[src/rtl/uart_rx_stream.sv]
`default_nettype none
// ============================================================================
// Module   : uart_rx_stream
// Purpose  : 8N1 UART receiver feeding a first-word-fall-through byte FIFO
//            with a valid/ready output stream.
// Revision : 1.0  initial release
// ============================================================================
module uart_rx_stream #(
    parameter int CLKS_PER_BIT    = 417,
    parameter int FIFO_DEPTH_LOG2 = 4
) (
    input  logic                       clk,
    input  logic                       reset,
    input  logic                       rx,
    output logic [7:0]                 out_data,
    output logic                       out_valid,
    input  logic                       out_ready,
    output logic                       framing_error,
    output logic                       overflow,
    output logic [FIFO_DEPTH_LOG2:0]   fifo_level
);

    localparam int HALF  = CLKS_PER_BIT / 2;
    localparam int CNT_W = $clog2(CLKS_PER_BIT);
    localparam int DEPTH = 1 << FIFO_DEPTH_LOG2;
    localparam int LVL_W = FIFO_DEPTH_LOG2 + 1;

    localparam logic [CNT_W-1:0] c_half_last = CNT_W'(HALF - 1);
    localparam logic [CNT_W-1:0] c_bit_last  = CNT_W'(CLKS_PER_BIT - 1);
    localparam logic [LVL_W-1:0] c_full      = LVL_W'(DEPTH);

    typedef enum logic [2:0] {
        S_IDLE      = 3'd0,
        S_START     = 3'd1,
        S_DATA      = 3'd2,
        S_STOP      = 3'd3,
        S_WAIT_IDLE = 3'd4
    } state_e;

    logic                        rx_meta_q, rx_s_q;
    state_e                      state_q, state_d;
    logic [CNT_W-1:0]            cnt_q, cnt_d;
    logic [2:0]                  bit_idx_q, bit_idx_d;
    logic [7:0]                  shift_q, shift_d;
    logic                        fe_q, fe_d;
    logic                        ov_q, ov_d;
    logic [FIFO_DEPTH_LOG2-1:0]  wr_ptr_q, wr_ptr_d;
    logic [FIFO_DEPTH_LOG2-1:0]  rd_ptr_q, rd_ptr_d;
    logic [LVL_W-1:0]            level_q, level_d;
    logic [7:0]                  mem_q [DEPTH];
    logic [7:0]                  mem_d [DEPTH];
    logic                        w_push, w_pop, w_full, w_wr;

    // Receiver state machine
    always_comb begin
        state_d   = state_q;
        cnt_d     = cnt_q + CNT_W'(1);
        bit_idx_d = bit_idx_q;
        shift_d   = shift_q;
        w_push    = 1'b0;
        fe_d      = 1'b0;
        case (state_q)
            S_IDLE: begin
                cnt_d = '0;
                if (!rx_s_q) state_d = S_START;
            end
            S_START: begin
                if (cnt_q == c_half_last) begin
                    cnt_d     = '0;
                    bit_idx_d = 3'd0;
                    state_d   = rx_s_q ? S_IDLE : S_DATA;
                end
            end
            S_DATA: begin
                if (cnt_q == c_bit_last) begin
                    cnt_d     = '0;
                    shift_d   = {rx_s_q, shift_q[7:1]};
                    bit_idx_d = bit_idx_q + 3'd1;
                    if (bit_idx_q == 3'd7) state_d = S_STOP;
                end
            end
            S_STOP: begin
                if (cnt_q == c_bit_last) begin
                    cnt_d = '0;
                    if (rx_s_q) begin
                        w_push  = 1'b1;
                        state_d = S_IDLE;
                    end else begin
                        fe_d    = 1'b1;
                        state_d = S_WAIT_IDLE;
                    end
                end
            end
            S_WAIT_IDLE: begin
                cnt_d = '0;
                if (rx_s_q) state_d = S_IDLE;
            end
            default: begin
                cnt_d   = '0;
                state_d = S_IDLE;
            end
        endcase
    end

    // A pop in the same cycle frees the slot, so a full FIFO still accepts.
    always_comb begin
        w_pop    = (level_q != '0) && out_ready;
        w_full   = (level_q == c_full);
        w_wr     = w_push && (!w_full || w_pop);
        ov_d     = w_push && w_full && !w_pop;
        wr_ptr_d = w_wr  ? wr_ptr_q + 1'b1 : wr_ptr_q;
        rd_ptr_d = w_pop ? rd_ptr_q + 1'b1 : rd_ptr_q;
        level_d  = level_q;
        if (w_wr && !w_pop)      level_d = level_q + LVL_W'(1);
        else if (!w_wr && w_pop) level_d = level_q - LVL_W'(1);
        mem_d = mem_q;
        if (w_wr) mem_d[wr_ptr_q] = shift_q;
    end

    always_ff @(posedge clk) begin
        if (reset) begin
            rx_meta_q <= 1'b1;
            rx_s_q    <= 1'b1;
            state_q   <= S_IDLE;
            cnt_q     <= '0;
            bit_idx_q <= 3'd0;
            shift_q   <= 8'd0;
            fe_q      <= 1'b0;
            ov_q      <= 1'b0;
            wr_ptr_q  <= '0;
            rd_ptr_q  <= '0;
            level_q   <= '0;
        end else begin
            rx_meta_q <= rx;
            rx_s_q    <= rx_meta_q;
            state_q   <= state_d;
            cnt_q     <= cnt_d;
            bit_idx_q <= bit_idx_d;
            shift_q   <= shift_d;
            fe_q      <= fe_d;
            ov_q      <= ov_d;
            wr_ptr_q  <= wr_ptr_d;
            rd_ptr_q  <= rd_ptr_d;
            level_q   <= level_d;
        end
    end

    // Storage needs no reset: level and pointers define what is valid.
    always_ff @(posedge clk) begin
        mem_q <= mem_d;
    end

    assign out_data      = mem_q[rd_ptr_q];
    assign out_valid     = (level_q != '0);
    assign framing_error = fe_q;
    assign overflow      = ov_q;
    assign fifo_level    = level_q;

endmodule
`default_nettype wire
[config.mk]
export PLATFORM = sky130hd
export DESIGN_NAME = uart_rx_stream
export DESIGN_NICKNAME = d
export VERILOG_FILES = /design/src/rtl/uart_rx_stream.sv
export SDC_FILE = /design/constraint.sdc
export NUM_CORES = 1
export LEC_CHECK = 0
export CAP_MARGIN = 30
export CORE_MARGIN = 4
export CORE_UTILIZATION = 25
export DETAILED_ROUTE_END_ITERATION = 10
export PLACE_DENSITY = 0.42
export SYNTH_ARGS = -nofsm -noshare
export SYNTH_HDL_FRONTEND = slang
export SYNTH_SLANG_ARGS = --single-unit
[constraint.sdc]
create_clock -name clk -period 3.4 [get_ports clk]
set_clock_uncertainty 0.2 [all_clocks]
set_input_delay 0.51 -clock clk [delete_from_list [all_inputs] [get_ports clk]]
set_output_delay 0.51 -clock clk [all_outputs]
set_load 0.03 [all_outputs]
==> flow_summary.json, run 1 <==
{
  "ys_seq_elements": 168,
  "diodes": 0,
  "syn-instance-count": 401,
  "start_util_pct": 25.29,
  "powerDensity_mw_per_mm2": 634.5,
  "crit_chain": "buf_12 -> buf_4 -> mux4_2 -> mux4_2 -> buf_4",
  "hpwl_mm": 9.314,
  "slowest_stage": "mux4_2",
  "required_ns": 2.69,
  "cts_tree": "built",
  "dp_slack_ns": 0.004957,
  "finalInstanceArea_mm2": 0.008164,
  "start_kind": "flip-flop",
  "p_total_mw": 5.180,
  "yosysWarnings": 0,
  "vdd_drop_max_uv": 323.8,
  "post-cts-setup-buffer-count": 0,
  "leakagePower_nw": 2.652,
  "vias_per_cell": 4.364,
  "path_max_fanout": 29,
  "insertion_delay_ns": 0.42,
  "die-width_um": 172.9,
  "worstPathArrival_ns": 2.48,
  "synth_ff_type": "edfxtp_1",
  "dr.pass1.iters": 6,
  "cts_resized": 4,
  "hold_violations": 0,
  "cpLargestDelayFamily": "multiplexers",
  "placed_area_mm2": 0.007557,
  "ant_nets": 0,
  "wl_mm": 14.71,
  "synth_nets": 419,
  "worstSetupPathType": "reg2out",
  "grt_pass1_wl_mm": 22.90,
  "netlist_area_mm2": 0.006797,
  "status": "finished clean",
  "avgSynthCellArea_um2": 16.95,
  "critPathBufInv": 3,
  "tns_ns": 0,
  "cts_buffers": 17,
  "io_buffers": 19,
  "grt_max_degree": 36,
  "antenna_found_initial": 0,
  "wl_per_cell_um": 18.30,
  "synth-edff-count": 128,
  "crit_path_end_kind": "output port",
  "ys_top_cells_by_count": "edfxtp_1 (128), nor2_1 (48), dfxtp_1 (40), mux4_2 (40)",
  "drt_iter0_drc": 266,
  "die_area_mm2": 0.02989,
  "cap_violations": 0,
  "max_freq_mhz": 313.6,
  "drive_gt1_share_pct": 25.92,
  "clock_path_buffers": 2,
  "fin_crit_ns": 3.189,
  "fp.dieH_um": 172.9,
  "dr_total_vias": 3509,
  "timing.final.ws_setup_ns": 0.2108,
  "setup_viol_count_final": 0,
  "hold_class": "reg2reg",
  "tightest_slew_ns": 0.6679,
  "yosys-top-cells-area": "edfxtp_1 (57%), mux4_2 (13%), dfxtp_1 (12%), nor2_1 (2.7%), ha_1 (2.4%)",
  "async_flop_share_pct": 0,
  "grt_usage_pct": 10.20,
  "io-pin-count": 20,
  "timing.slew.headroom_pct": 55.41,
  "syn_to_final_growth_pct": 20.12,
  "core_region_area_mm2": 0.02688,
  "path_clk_slew_ns": 0.07,
  "period_share_pct": 93.80,
  "synth.top_cell.area_share_pct": 56.55,
  "htree_levels": 4,
  "yosysTopAreaCell": "edfxtp_1",
  "place_congestion": 0.6962,
  "grt_pass1_vias": 3677,
  "critPathMaxStageDelay_ns": 0.55,
  "root_buffer": "clkbuf_16",
  "clock_sinks": 168,
  "seq_area_frac_synth_pct": 68.34,
  "nNetsFinal": 468,
  "grt_setup_unrepaired": "no",
  "ys_types": 49,
  "grt.overflow.total": 0,
  "synth_most_common_cell": "edfxtp_1",
  "drc": 0,
  "cts_hold_buf": 0,
  "maxSlewViolCount": 0,
  "num_rows": 60
}
==> final timing paths <==
path                                  start       endpoint  slack [ns]  cells after the start
worst min-delay path              rx_meta_q         rx_s_q        0.21                      1
worst min register to register    rx_meta_q         rx_s_q        0.21                      1
worst max-delay path            rd_ptr_q[0]    out_data[6]        0.21                      5
worst max register to register     cnt_q[0]  fifo_level[4]        0.35                     12
==> power breakdown <==
group          leakage [nW]  internal (mW)  switching, mW
Clock                 0.290           1.17          0.833
Combinational         0.853          0.457          0.467
Sequential             1.51           2.21         0.0428
Total                  2.65           3.84           1.34
==> cell usage in the layout, fill, tap and decap left out, types with 3 or more instances in the layout <==
cell | netlist | layout
edfxtp_1 | 128 | 128
nor2_1 | 48 | 48
mux4_2 | 40 | 40
dfxtp_1 | 40 | 39
buf_4 | 0 | 33
clkbuf_16 | 0 | 17
nand2_1 | 13 | 13
ha_1 | 13 | 13
a21oi_1 | 12 | 12
xnor2_1 | 11 | 11
mux2i_1 | 11 | 11
clkdlybuf4s50_1 | 0 | 11
inv_1 | 10 | 10
xor2_1 | 6 | 6
inv_6 | 0 | 6
nor3_1 | 4 | 4
nand4_1 | 4 | 4
dlygate4sd2_1 | 0 | 4
and3_1 | 3 | 3
clkinvlp_4 | 0 | 3
bufinv_16 | 0 | 3
==> sequential cells by signal (all words and copies together), names as in the netlist <==
name	count
fifo_level	5
mem_q	128
cnt_q	9
rd_ptr_q	4
rx_s_q	1
shift_q	8
overflow	1
state_q	3
bit_idx_q	3
framing_error	1
rx_meta_q	1
wr_ptr_q	4
==> routing by layer <==
metal  vias up  GRT usage, %  routed length, um
met3        11         2.296                513
met4         0         3.292                137
met1      1802         14.29               7087
li1       1641             -                  -
met5         -             0                  0
met2        55         15.82               6972
==> logic make-up after synthesis <==
kind of cell / Yosys count / synth area share [%]
buffers and inverters: 30 / 2.099
flip-flops: 168 / 68.34
XOR/XNOR: 17 / 2.191
AND/OR/NAND/NOR: 97 / 7.327
AO/OA/AOI/OAI: 24 / 2.485
multiplexers: 51 / 14.87
adder cells (fa/ha/maj): 14 / 2.688
==> worst register-to-register path, stage by stage, from the launching register on <==
cell	delay (ns)
dfxtp_1	0.34
inv_1	0.06
ha_1	0.13
nand4bb_1	0.18
a2111oi_4	0.40
ha_1	0.24
inv_1	0.10
fa_1	0.42
a21o_1	0.18
a21oi_1	0.18
xnor2_1	0.09
or3_1	0.30
a21oi_1	0.13
==> cell type report <==
class	count	area, um^2
fillers	2666	18710
clock buffers	17	425.4
repair buffers	50	432.9
multi-input cells	203	2009
flip-flops and latches	168	4646
well taps	341	426.7
clock inverters	15	186.4
inverters	10	37.54
==> through the flow <==
| step | util (%) | std cells | hold slack (ns) |
|---|---|---|---|
| final | 30.38 | 804 | 0.2121 |
| after global routing | 30.38 | 804 | 0.2468 |
| after CTS | 30.38 | 804 | 0.2172 |
| after detailed placement | 28.12 | 772 | 0.1983 |
| after global placement | 28.12 | 772 | 0.1922 |
| after floorplan | - | 401 | 0.1895 |
Note: power is estimated with default switching activity, not from simulation.
==> run 2: changes to the inputs <==
Settings changed: PLACE_DENSITY 0.42 to 0.41.
Clock period 3.4 ns to 4.1 ns, I/O delays scaled along.
==> run 2 against run 1 <==
  * Clock power down 23%
  * Power down 19%
  * Flip-flop and latch count unchanged
  * Critical endpoint is now out_data[0]
  * Sequential share of layout area up 0.60 points
  * Design area down 1.0%
  * Combinational power down 20%
  * Cell count down 1.0%
  * Core utilization down 0.32 points
  * Critical path depth down 1
  * Global-route usage down 0.37 points
==> flow_summary.json, run 2 (synthesis results as in run 1) <==
{
  "hpwl_mm": 9.312,
  "clock_path_buffers": 2,
  "vdd_drop_max_uv": 267.4,
  "root_buffer": "clkbuf_16",
  "fillers": 2640,
  "status": "finished clean",
  "die_area_mm2": 0.02989,
  "wl_per_cell_um": 17.78,
  "grt_pass1_wl_mm": 22.35,
  "fin_util_pct": 30.06,
  "ff_latch_area_mm2": 0.004646,
  "mostFrequentLayoutCells": "edfxtp_1 (128), nor2_1 (48), mux4_2 (40)",
  "cts_hold_buf": 0,
  "met2_length_mm": 7.001,
  "path_clk_slew_ns": 0.07,
  "diodes": 0,
  "wl_met3_um": 431,
  "period_share_pct": 91.93,
  "dp_slack_ns": 0.5821,
  "place_congestion": 0.7462,
  "routed.top_layer": "met4",
  "critPathMaxStageDelay_ns": 0.61,
  "io-pin-count": 20,
  "cap_violations": 0,
  "vias_per_cell": 4.344,
  "regMostFlops": "mem_q",
  "num_rows": 60,
  "drc": 0,
  "multi_input_area_mm2": 0.002009,
  "powerDensity_mw_per_mm2": 516.7,
  "setup_viol_count_final": 0,
  "tns_ns": 0,
  "start_util_pct": 25.29,
  "dr_total_vias": 3458,
  "placed_area_mm2": 0.007495,
  "cts_buffers": 17,
  "timing.final.ws_setup_ns": 0.3310,
  "slowest_stage": "dfxtp_2",
  "fin_crit_ns": 3.769,
  "whs_ns": 0.2107,
  "worstSetupPathType": "reg2out",
  "tightest_slew_ns": 0.7857,
  "reg_top3": "mem_q x128, cnt_q x9, shift_q x8",
  "die-width_um": 172.9,
  "start_kind": "flip-flop",
  "path_max_fanout": 11,
  "io_buffers": 19,
  "grt_pass1_vias": 3685,
  "leakagePower_nw": 2.588,
  "grt.overflow.total": 0,
  "maxSlewViolCount": 0,
  "grt_max_degree": 34,
  "cts_tree": "built",
  "worstPathArrival_ns": 2.95,
  "drive_gt1_share_pct": 23.52,
  "grt_usage_pct": 9.835,
  "max_freq_mhz": 265.3,
  "post-cts-setup-buffer-count": 0,
  "grt_setup_unrepaired": "no",
  "timing.slew.headroom_pct": 47.14,
  "core_region_area_mm2": 0.02688,
  "wl_met1_mm": 6.633,
  "cts_resized": 0,
  "largest_reg_flops": 128,
  "insertion_delay_ns": 0.42,
  "antenna_found_initial": 0,
  "crit_path_end_kind": "output port",
  "cpMostUsedCell": "mux4_2",
  "finalInstanceArea_mm2": 0.008079,
  "crit_chain": "buf_4 -> mux4_2 -> mux4_2 -> clkdlybuf4s50_1",
  "required_ns": 3.28,
  "final_common_cell": "edfxtp_1",
  "clock_sinks": 168,
  "nNetsFinal": 460,
  "ant_nets": 0,
  "dr.pass1.iters": 4,
  "htree_levels": 4,
  "fp.dieH_um": 172.9,
  "hold_class": "reg2reg",
  "drt_iter0_drc": 189,
  "wl_mm": 14.15,
  "syn_to_final_growth_pct": 18.87,
  "hold_violations": 0
}
## run 2: changes by cell type in the layout (fill, tap and decap cells not counted), moves of 4 or more
| cell | delta |
|---|---|
| inv_8 | +4 |
| buf_4 | -11 |
| clkdlybuf4s50_1 | +8 |
| inv_6 | -5 |
| dlygate4sd2_1 | -4 |
## run 2: power by group
group | switching [mW] | internal [mW] | total [mW] | leakage, nW
Sequential | 0.0561 | 1.83 | 1.89 | 1.51
Clock | 0.738 | 0.813 | 1.55 | 0.279
Combinational | 0.355 | 0.381 | 0.736 | 0.799
Total | 1.15 | 3.02 | 4.17 | 2.59
## run 2: path summary, 6_finish.rpt
path / from / slack, ns / depth (start not counted) / to
worst max-delay path: rd_ptr_q[0] / 0.33 / 4 / out_data[0]
worst min register to register: rx_meta_q / 0.21 / 1 / rx_s_q
worst min-delay path: rx_meta_q / 0.21 / 1 / rx_s_q
worst max register to register: fifo_level[0] / 0.66 / 12 / fifo_level[4]
## run 2: metrics by stage
step                power [mW]  cells
finish                   4.174    796
global route             4.387    796
CTS                      4.241    796
detailed placement       2.680    764
global placement         2.678    764
floorplan                2.443    401
## run 2: layout make-up
class,instances,share of cell area [%]
clock buffer,17,5.266
clock inverter,15,1.967
inverter,10,0.4646
multi-input combinational,203,24.87
sequential,168,57.50
tap,341,5.281
timing repair buffer,42,4.646
## run 2: per-layer routing
layer | vias to the layer above | GRT usage, %
met4 | 0 | 1.896
met3 | 7 | 2.930
met5 | - | 0
met2 | 45 | 16.21
met1 | 1776 | 13.03
li1 | 1630 | -
## run 2: critical path: cells and delay by family, from the launching register on
kind,cells,cell delay (ns)
multiplexers,2,1.05
buffers and inverters,2,0.87
flip-flops,1,0.61
==> run 3: changes to the inputs <==
Settings changed: ABC_AREA set to 1.
==> run 3 against run 2 <==
  * Synthesized cell count up 64%
  * Global-route usage rose by 1.7 points
  * Largest cell class unchanged
  * Worst hold slack improved by 0.0021 ns
  * Register-to-register slack gained 0.57 ns
  * Core utilization down 0.43 points
  * Flip-flop and latch count did not move
  * Fmax is 6.1% higher
  * Count of clock-buffer cells in the layout unchanged
  * Power shrank 12%
  * Critical path type unchanged
  * Non-clock buffer count fell by 4
  * Sequential power is essentially flat
  * Clock power about the same
==> flow_summary.json, run 3 <==
{
  "status": "finished clean",
  "hold_class": "reg2reg",
  "wl_per_cell_um": 16.03,
  "hpwl_mm": 11.16,
  "worstSetupPathType": "reg2out",
  "grt_pass1_wl_mm": 28.14,
  "syn-instance-count": 659,
  "path_clk_slew_ns": 0.07,
  "setup_viol_count_final": 0,
  "num_rows": 62,
  "dr.pass1.iters": 6,
  "leakagePower_nw": 3.243,
  "synth_ff_type": "edfxtp_1",
  "fillers": 2985,
  "regMostFlops": "mem_q",
  "cap_violations": 0,
  "cts_resized": 0,
  "clock_path_buffers": 2,
  "syn_to_final_growth_pct": 17.13,
  "timing.slew.headroom_pct": 38.90,
  "netlist_area_mm2": 0.007261,
  "diodes": 0,
  "final_common_cell": "nor2_1",
  "worstPathArrival_ns": 2.74,
  "die-width_um": 178.4,
  "ys_seq_elements": 168,
  "crit_path_end_kind": "output port",
  "drc": 0,
  "insertion_delay_ns": 0.43,
  "required_ns": 3.28,
  "clock_sinks": 168,
  "path_max_fanout": 66,
  "synth_nets": 677,
  "htree_levels": 4,
  "antenna_found_initial": 0,
  "nNetsFinal": 705,
  "core_region_area_mm2": 0.02870,
  "post-cts-setup-buffer-count": 0,
  "grt_max_degree": 67,
  "yosysTopAreaCell": "edfxtp_1",
  "wl_mm": 17.38,
  "drive_gt1_share_pct": 13.14,
  "period_share_pct": 86.66,
  "synth-edff-count": 128,
  "die_area_mm2": 0.03183,
  "ys_types": 42,
  "grt_usage_pct": 11.53,
  "max_freq_mhz": 281.5,
  "tightest_slew_ns": 0.9132,
  "root_buffer": "clkbuf_16",
  "synth_most_common_cell": "nor2_1",
  "avgSynthCellArea_um2": 11.02,
  "ant_nets": 0,
  "vias_per_cell": 4.436,
  "cts_hold_buf": 0,
  "grt.overflow.total": 0,
  "largest_reg_flops": 128,
  "synth.top_cell.area_share_pct": 52.94,
  "mostFrequentLayoutCells": "nor2_1 (129), edfxtp_1 (128), o21ai_0 (67)",
  "fin_util_pct": 29.63,
  "dr_total_vias": 4809,
  "grt_setup_unrepaired": "no",
  "start_kind": "flip-flop",
  "seq_area_frac_synth_pct": 63.97,
  "tns_ns": 0,
  "ys_top_cells_by_count": "nor2_1 (129), edfxtp_1 (128), o21ai_0 (67), nand2_1 (48), dfxtp_1 (40)",
  "maxSlewViolCount": 0,
  "cts_buffers": 17,
  "cts_tree": "built",
  "drt_iter0_drc": 307,
  "yosysWarnings": 0,
  "grt_pass1_vias": 4987,
  "yosys-top-cells-area": "edfxtp_1 (53%), dfxtp_1 (11%), nor2_1 (6.7%), o21ai_0 (4.6%), o211ai_1 (2.7%)",
  "vdd_drop_max_uv": 210.3,
  "hold_violations": 0,
  "io-pin-count": 20,
  "start_util_pct": 25.30,
  "fin_crit_ns": 3.553,
  "reg_top3": "mem_q x128, cnt_q x9, shift_q x8",
  "io_buffers": 19,
  "fp.dieH_um": 178.4,
  "place_congestion": 0.7718,
  "powerDensity_mw_per_mm2": 432.1,
  "async_flop_share_pct": 0
}
[run 3: changes by cell type after synthesis, moves of 27 or more]
cell	before	now
inv_1	10	37
nor2_1	48	129
mux4_2	40	0
o21ai_0	2	67
nand3_1	1	28
nand2_1	13	48
[run 3: power breakdown]
group,switching (mW),total [mW],leakage [nW],internal (mW)
clock network,0.757,1.57,0.281,0.815
logic,0.159,0.246,1.15,0.0874
registers,0.0272,1.86,1.81,1.83
total,0.944,3.67,3.24,2.73
[run 3: layer usage]
metal / track usage, % / vias to the layer above / share of wire, %
met2: 18.99 / 83 / 48
met5: 0 / - / 0
met1: 15.36 / 2351 / 47
li1: - / 2360 / -
met3: 2.543 / 15 / 3.9
met4: 3.102 / 0 / 1.1
[run 3: cell families (layout without fill, tap and decap cells)]
family,after synthesis,in the layout,share of synthesized area [%]
and+or+nand+nor,255,255,16.53
DFF,168,168,63.97
AOI/OAI and AO/OA,134,134,10.80
buffers and inverters,76,117,4.739
adders and majority gates,14,14,2.516
xor gates and xnor gates,12,12,1.448
[run 3: path summary, 6_finish.rpt]
check,slack [ns],to,cells after the start,start
max,0.55,out_data[0],6,rd_ptr_q[0]
max reg2reg,1.23,fifo_level[4],18,cnt_q[0]
min reg2reg,0.21,rx_s_q,1,rx_meta_q
min,0.21,rx_s_q,1,rx_meta_q
[run 3: worst max-delay path, cell delays in order (launching register included)]
cell             delay (ns)
dfxtp_2                0.33
buf_4                  0.56
o21ai_0                0.20
o221ai_1               0.30
nand3_1                0.12
nand2_1                0.11
clkdlybuf4s50_1        0.67
[run 3: layout make-up]
class                           count  area (um^2)  area share (%)
Clock buffer                       17        425.4           5.002
Inverter                           47        176.4           2.074
Timing Repair Buffer               38        349.1           4.105
Sequential cell                   168         4646           54.63
Multi-Input combinational cell    415         2272           26.72
Tap cell                          384        480.5           5.650
Clock inverter                     15        155.1           1.824
[run 3: per-stage QoR]
stage / std cells / instance area, um^2 / setup WS [ns] / power [mW] / hold WS (ns)
floorplan: 659 / 7261 / 1.439 / 2.085 / 0.1895
global placement: 1051 / 7913 / 0.9161 / 2.120 / 0.1930
detailed placement: 1051 / 7913 / 0.8178 / 2.141 / 0.2005
CTS: 1083 / 8493 / 0.5068 / 3.719 / 0.2176
global route: 1084 / 8504 / 0.3212 / 3.837 / 0.2228
finish: 1084 / 8504 / 0.5471 / 3.675 / 0.2128
